File: config.mk
export PLATFORM = sky130hd
export DESIGN_NAME = sdrc_port_arb
export DESIGN_NICKNAME = d
export VERILOG_FILES = /design/src/rtl/sdrc_arb_pkg.sv /design/src/rtl/sdrc_arb_fifo.sv /design/src/rtl/sdrc_port_arb.sv
export SDC_FILE = /design/constraint.sdc
export NUM_CORES = 1
export LEC_CHECK = 0
export CORE_AREA = 2 2 283 285
export CTS_CLUSTER_DIAMETER = 60
export DETAILED_ROUTE_END_ITERATION = 8
export DIE_AREA = 0 0 285 287
export GPL_TIMING_DRIVEN = 0
export PLACE_DENSITY = 0.3
export SLEW_MARGIN = 5
export SYNTH_ARGS = -nofsm -noshare
export SYNTH_HDL_FRONTEND = slang
export SYNTH_SLANG_ARGS = --single-unit
File: constraint.sdc
create_clock -name clk -period 3.6 [get_ports clk]
set_clock_uncertainty 0.1 [all_clocks]
set_input_delay 0.72 -clock clk [delete_from_list [all_inputs] [get_ports clk]]
set_output_delay 0.72 -clock clk [all_outputs]
set_load 0.02 [all_outputs]
File: src/rtl/sdrc_arb_pkg.sv
// Shared constants and state encoding for the SDRAM application-port arbiter.
package sdrc_arb_pkg;

    localparam int NPORT  = 4;
    localparam int PORT_W = 2;
    localparam int TAG_W  = 2;

    typedef enum logic {
        ST_IDLE  = 1'b0,
        ST_GRANT = 1'b1
    } arb_state_e;

endpackage

File: src/rtl/sdrc_arb_fifo.sv
// In-order FIFO of granted write ports; the head selects whose write data feeds the controller.
module sdrc_arb_fifo
    import sdrc_arb_pkg::*;
#(
    parameter int DEPTH = 4,
    parameter int W     = PORT_W
) (
    input  logic         clk,
    input  logic         reset_n,
    input  logic         push,
    input  logic [W-1:0] push_data,
    input  logic         pop,
    output logic         full,
    output logic         empty,
    output logic [W-1:0] head
);

    localparam int AW = $clog2(DEPTH);

    logic [W-1:0]  mem_q [DEPTH];
    logic [W-1:0]  mem_d [DEPTH];
    logic [AW:0]   wr_ptr_q, wr_ptr_d;
    logic [AW:0]   rd_ptr_q, rd_ptr_d;

    // The extra pointer bit separates full from empty when the indices match.
    assign empty = (wr_ptr_q == rd_ptr_q);
    assign full  = (wr_ptr_q[AW] != rd_ptr_q[AW]) && (wr_ptr_q[AW-1:0] == rd_ptr_q[AW-1:0]);
    assign head  = mem_q[rd_ptr_q[AW-1:0]];

    // Next-state pointers and storage; overflow and underflow requests are dropped.
    always_comb begin
        mem_d    = mem_q;
        wr_ptr_d = wr_ptr_q;
        rd_ptr_d = rd_ptr_q;
        if (push && !full) begin
            mem_d[wr_ptr_q[AW-1:0]] = push_data;
            wr_ptr_d = wr_ptr_q + (AW+1)'(1);
        end
        if (pop && !empty) begin
            rd_ptr_d = rd_ptr_q + (AW+1)'(1);
        end
    end

    // Storage and pointer registers.
    always_ff @(posedge clk or negedge reset_n) begin
        if (!reset_n) begin
            for (int i = 0; i < DEPTH; i++) mem_q[i] <= '0;
            wr_ptr_q <= '0;
            rd_ptr_q <= '0;
        end else begin
            mem_q    <= mem_d;
            wr_ptr_q <= wr_ptr_d;
            rd_ptr_q <= rd_ptr_d;
        end
    end

endmodule

File: src/rtl/sdrc_port_arb.sv
// Four-port round-robin arbiter and return-path router in front of the SDRAM controller.
//
//   state    | meaning
//   ---------+-----------------------------------------------------------
//   ST_IDLE  | no request outstanding; pick next eligible port
//   ST_GRANT | registered request presented on app_req, waiting for ack
module sdrc_port_arb
    import sdrc_arb_pkg::*;
#(
    parameter int APP_AW  = 26,
    parameter int APP_RW  = 9,
    parameter int APP_DW  = 64,
    parameter int APP_BW  = 8,
    parameter int WFIFO_D = 4
) (
    input  logic                     clk,
    input  logic                     reset_n,
    input  logic [NPORT-1:0]         p_req,
    input  logic [NPORT*TAG_W-1:0]   p_tag,
    input  logic [NPORT*APP_AW-1:0]  p_addr,
    input  logic [NPORT*APP_RW-1:0]  p_len,
    input  logic [NPORT-1:0]         p_wr_n,
    input  logic [NPORT-1:0]         p_wrap,
    input  logic [NPORT*APP_DW-1:0]  p_wr_data,
    input  logic [NPORT*APP_BW-1:0]  p_wr_en_n,
    output logic [NPORT-1:0]         p_ack,
    output logic [NPORT-1:0]         p_wr_next,
    output logic [NPORT-1:0]         p_rd_valid,
    output logic [NPORT-1:0]         p_rd_last,
    output logic [TAG_W-1:0]         p_rd_tag,
    output logic [APP_DW-1:0]        p_rd_data,
    output logic                     app_req,
    output logic [PORT_W+TAG_W-1:0]  app_req_id,
    output logic [APP_AW-1:0]        app_req_addr,
    output logic [APP_RW-1:0]        app_req_len,
    output logic                     app_req_wr_n,
    output logic                     app_req_wrap,
    input  logic                     app_req_ack,
    input  logic                     app_wr_next,
    input  logic                     app_wr_last,
    output logic [APP_DW-1:0]        app_wr_data,
    output logic [APP_BW-1:0]        app_wr_en_n,
    input  logic                     app_rd_valid,
    input  logic                     app_rd_last,
    input  logic [PORT_W+TAG_W-1:0]  app_rd_id,
    input  logic [APP_DW-1:0]        app_rd_data
);

    arb_state_e                 state_q, state_d;
    logic [PORT_W-1:0]          grant_q, grant_d;
    logic [PORT_W-1:0]          last_port_q, last_port_d;
    logic [PORT_W+TAG_W-1:0]    req_id_q, req_id_d;
    logic [APP_AW-1:0]          req_addr_q, req_addr_d;
    logic [APP_RW-1:0]          req_len_q, req_len_d;
    logic                       req_wr_n_q, req_wr_n_d;
    logic                       req_wrap_q, req_wrap_d;

    logic [NPORT-1:0]           eligible;
    logic [PORT_W-1:0]          rr_idx;
    logic [PORT_W-1:0]          rr_pick;
    logic                       wfifo_push;
    logic                       wfifo_pop;
    logic                       wfifo_full;
    logic                       wfifo_empty;
    logic [PORT_W-1:0]          wfifo_head;

    sdrc_arb_fifo #(.DEPTH(WFIFO_D), .W(PORT_W)) u_wfifo (
        .clk       (clk),
        .reset_n   (reset_n),
        .push      (wfifo_push),
        .push_data (grant_q),
        .pop       (wfifo_pop),
        .full      (wfifo_full),
        .empty     (wfifo_empty),
        .head      (wfifo_head)
    );

    // Round-robin pick: scan from last_port+1; writes are held off while the order FIFO is full.
    always_comb begin
        eligible = '0;
        rr_idx   = '0;
        rr_pick  = '0;
        for (int i = 0; i < NPORT; i++) begin
            eligible[i] = p_req[i] & ~(~p_wr_n[i] & wfifo_full);
        end
        for (int k = NPORT; k >= 1; k--) begin
            rr_idx = last_port_q + PORT_W'(k);
            if (eligible[rr_idx]) rr_pick = rr_idx;
        end
    end

    // FSM next state, request capture and ack generation.
    always_comb begin
        state_d     = state_q;
        grant_d     = grant_q;
        last_port_d = last_port_q;
        req_id_d    = req_id_q;
        req_addr_d  = req_addr_q;
        req_len_d   = req_len_q;
        req_wr_n_d  = req_wr_n_q;
        req_wrap_d  = req_wrap_q;
        p_ack       = '0;
        wfifo_push  = 1'b0;
        app_req     = 1'b0;
        case (state_q)
            ST_IDLE: begin
                if (|eligible) begin
                    grant_d    = rr_pick;
                    req_id_d   = {rr_pick, p_tag[int'(rr_pick)*TAG_W +: TAG_W]};
                    req_addr_d = p_addr[int'(rr_pick)*APP_AW +: APP_AW];
                    req_len_d  = p_len[int'(rr_pick)*APP_RW +: APP_RW];
                    req_wr_n_d = p_wr_n[rr_pick];
                    req_wrap_d = p_wrap[rr_pick];
                    state_d    = ST_GRANT;
                end
            end
            ST_GRANT: begin
                app_req = 1'b1;
                if (app_req_ack) begin
                    p_ack[grant_q] = 1'b1;
                    last_port_d    = grant_q;
                    wfifo_push     = ~req_wr_n_q;
                    state_d        = ST_IDLE;
                end
            end
            default: state_d = ST_IDLE;
        endcase
    end

    // FSM and request-field registers; port 3 as last winner makes port 0 first after reset.
    always_ff @(posedge clk or negedge reset_n) begin
        if (!reset_n) begin
            state_q     <= ST_IDLE;
            grant_q     <= '0;
            last_port_q <= PORT_W'(NPORT-1);
            req_id_q    <= '0;
            req_addr_q  <= '0;
            req_len_q   <= '0;
            req_wr_n_q  <= 1'b0;
            req_wrap_q  <= 1'b0;
        end else begin
            state_q     <= state_d;
            grant_q     <= grant_d;
            last_port_q <= last_port_d;
            req_id_q    <= req_id_d;
            req_addr_q  <= req_addr_d;
            req_len_q   <= req_len_d;
            req_wr_n_q  <= req_wr_n_d;
            req_wrap_q  <= req_wrap_d;
        end
    end

    assign app_req_id   = req_id_q;
    assign app_req_addr = req_addr_q;
    assign app_req_len  = req_len_q;
    assign app_req_wr_n = req_wr_n_q;
    assign app_req_wrap = req_wrap_q;

    assign wfifo_pop = app_wr_next & app_wr_last;

    // Write data and beat strobes follow the oldest granted write port.
    always_comb begin
        p_wr_next   = '0;
        app_wr_data = '0;
        app_wr_en_n = '1;
        if (!wfifo_empty) begin
            p_wr_next[wfifo_head] = app_wr_next;
            app_wr_data = p_wr_data[int'(wfifo_head)*APP_DW +: APP_DW];
            app_wr_en_n = p_wr_en_n[int'(wfifo_head)*APP_BW +: APP_BW];
        end
    end

    // Read beats are steered by the port index carried in the upper ID bits.
    always_comb begin
        p_rd_valid = '0;
        p_rd_last  = '0;
        for (int i = 0; i < NPORT; i++) begin
            p_rd_valid[i] = app_rd_valid & (app_rd_id[PORT_W+TAG_W-1:TAG_W] == PORT_W'(i));
            p_rd_last[i]  = app_rd_last  & (app_rd_id[PORT_W+TAG_W-1:TAG_W] == PORT_W'(i));
        end
    end

    assign p_rd_tag  = app_rd_id[TAG_W-1:0];
    assign p_rd_data = app_rd_data;

endmodule

==> flow_summary.yaml <==
run_status:
  outcome: "completed"
sta:
  rsz0062_at_grt: "yes"
  finalMaxSlewViolations: 0
  period_needed_ps: 3500
  post-route-period-util_pct: 97.2
  fmax_mhz: 286
  hold_violations: 0
  tightest_slew_ps: 800
  fin_setup_tns_ps: 0
  slew_headroom_pct: 46.3
  setup_viol_count_final: 0
power_and_ir_drop:
  internal_power_uw: 6350
  powerDensity_nw_per_um2: 861
  p_sw_share_pct: 49.5
  pwr-share-comb_pct: 82.2
  switchingPower_uw: 6220
  peakVddDrop_uv: 317
  power_frac_clock_pct: 7.9
  p_leak_uw: 0.00557
  sequentialPowerShare_pct: 9.8
clock_network:
  clk_path_buf_depth: 2
  postCtsHoldBufs: 0
  cts_buffers: 9
  cts_tree: "done"
  htreeDepth: 3
  path_clk_slew_ps: 60
  clock-sinks: 58
  root_buffer: "clkbuf_16"
  clkLatencyLatePin_ps: 360
global_route:
  antenna_found_initial: 20
  grt_use_met1_pct: 13.0
  grt_use_met3_pct: 4.95
  grt.busiest_layer: "met2"
  grtUsageMet2_pct: 21.4
  grt_max_degree: 35
  grtUsageTotal_pct: 11.9
  grt_pass1_vias: 8381
  overflow: 0
  grt_pass1_wl_microns: 68200
synth:
  yosys.area.top_type: "mux4_2"
  synth.avg_cell_area_sq_um: 10.7
  synth_edf_count: 0
  yosys_warnings: 0
  synth_top_area_share_pct: 23.6
  synth-main-ff-cell: "dfrtp_1"
  synth.most_common_cell: "mux2i_1"
  yosys_register_bits: 58
  synthTopCellsByArea: "mux4_2 (24%), dfrtp_1 (22%), mux2i_1 (14%)"
  yosysSeqAreaShare_pct: 23.1
  syn-cell-area_sq_um: 6300
  async_flop_share_pct: 100
  ys_top_cells_by_count: "mux2i_1 (87), nand2_1 (79), buf_4 (74)"
  synth_cells: 591
  synthDistinctLibCells: 41
  synth_nets: 1119
drt:
  drt_wl_total_microns: 50900
  drtAntennaViolNets: 0
  drc_errors: 0
  wl_per_cell_microns: 21.9
  num_vias: 7591
  drt_iter0_drc: 198
  viasPerCell: 3.27
  dr.pass1.iters: 4
worst_setup_path:
  crit_fanout: 10
  critPathMaxStageDelay_ps: 520
  crit_path_end_kind: "output pin"
  worstPathArrival_ps: 2680
  cp_slowest_cell: "mux4_2"
  path_class: "register to output pin"
  cp.required_ps: 2780
  rrSetupSlack_ps: 290
  cp-start-kind: "register"
  path_common_cell: "buf_12"
  crit_chain: "buf_4 -> mux4_2 -> buf_12 -> buf_12 -> buf_6 -> clkbuf_8 -> o21ai_2 -> nand2_1 -> clkdlybuf4s15_2"
final_layout:
  post-route-util_pct: 18.6
  drive_above_1_share_pct: 22.5
  areaGrowthSynthToFinish_pct: 132
  register_area_sq_um: 1460
  final_nets: 1788
  fin_area_sq_um: 14600
  fillers: 8713
  multiInputGateArea_sq_um: 4180
place:
  postPlaceCellArea_sq_um: 14200
  place_hpwl_microns: 44600
  io_buffers: 652
  place.gp.congestion: 0.847
die:
  dieArea_sq_um: 81800
  die_x_microns: 285
  core_area_sq_um: 78600
  die_y_microns: 287
  rows: 103
  initial_core_util_pct: 8.01
  ios: 719
job:
  maxCapViolations: 0
worst_hold_path:
  hold_class: "input pin to asynchronous set/reset pin"
==> critical path, delay by kind of cell, from the launching register on <==
family / cells / cell delay (ps)
muxes: 1 / 520
DFF: 1 / 370
and+or+nand+nor: 1 / 70
AOI/OAI and AO/OA: 1 / 210
buffers and inverters: 6 / 1130
==> metrics by stage <==
stage / cells / power [uW] / hold WS (ps) / worst slack, ps
floorplan: 591 / 7030 / 324 / 585
global placement: 2293 / 12100 / 366 / -1540
detailed placement: 2294 / 12100 / 368 / -1620
CTS: 2315 / 13300 / 188 / -18.4
global route: 2319 / 13500 / 211 / -51.4
finish: 2322 / 12600 / 196 / 100
==> logic make-up (layout without fill, tap and decap cells) <==
family | Yosys count | in the layout | synth area share (%)
other | 0 | 7 | 0
AO/OA/AOI/OAI | 65 | 65 | 9.24
adder cells (fa/ha/maj) | 5 | 5 | 0.993
XOR/XNOR | 7 | 7 | 1.09
multiplexers | 166 | 166 | 39.7
flip-flops | 58 | 58 | 23.1
buffers and inverters | 119 | 793 | 12.2
AND/OR/NAND/NOR | 171 | 171 | 13.6
==> final cells by class <==
cell class                 instances  area share, %
antenna                            7          0.120
buffer                           114           6.23
clock buffer                       9           1.54
clock inverter                     7          0.703
inverter                           5          0.129
multi-input combinational        414           28.6
sequential                        58           9.98
tap                             1050           9.00
timing repair buffer             658           43.6
==> path summary, 6_finish.rpt <==
path,start,to,depth (start not counted)
setup / recovery,u_wfifo.rd_ptr_q[0],app_wr_en_n[6],9
hold / removal,reset_n,app_req_addr[18],1
setup reg to reg,u_wfifo.rd_ptr_q[0],app_req_len[2],10
hold reg to reg,last_port_q[0],last_port_q[0],2
max in group asynchronous,reset_n,last_port_q[1],2
min in group clk,last_port_q[0],last_port_q[0],2
==> registers in the layout, indices dropped and copies added (netlist names), 2 cells and up <==
register and count:
app_req_len 9, u_wfifo.rd_ptr_q 3, app_req_id 2, u_wfifo.mem_q 8, app_req_addr 26, u_wfifo.wr_ptr_q 3, last_port_q 2, grant_q 2
==> cell usage in the layout, fill, tap and decap left out, types with 5 or more instances in the layout <==
master           netlist  layout
o221ai_1              33      33
clkdlybuf4s15_1        0       5
ha_1                   5       5
clkdlybuf4s15_2        0       6
mux2_2                13      13
mux4_2                66      66
and2_1                64      64
buf_12                 2       6
buf_2                 10      48
clkbuf_8               0       6
nand2_1               79      78
clkbuf_16              0       9
nor3_1                 5       5
buf_4                 74      79
o21ai_0               15       8
inv_1                  5       5
clkbuf_1              27       7
dlygate4sd2_1          0      20
clkbuf_2               0      12
dfrtp_1               56      54
diode_2                0       7
clkdlybuf4s50_1        0     575
mux2i_1               87      86
nor2_1                 6       6
o221ai_2               6       6
==> metal layers <==
layer	vias up	wire length (microns)
met1	3630	18900
met5	-	57
met3	45	5340
li1	3497	-
met2	409	25800
met4	10	749
==> power by group through the flow <==
| stage | registers [uW] | logic [uW] | clock network (uW) |
|---|---|---|---|
| floorplan | 1440 | 5590 | 0 |
| global placement | 1240 | 10900 | 0 |
| detailed placement | 1250 | 10900 | 0 |
| CTS | 1250 | 11000 | 1060 |
| global route | 1280 | 11200 | 1070 |
| finish | 1240 | 10300 | 998 |
==> repair_timing <==
item                                    4_1_cts  5_1_grt
gates resized for setup                     274       54
hold endpoints to repair                      0        0
cloned                                        1        0
setup buffers                                 4        0
endpoints found under the setup margin       76       56
No activity file was read; power rests on OpenSTA's default activity.
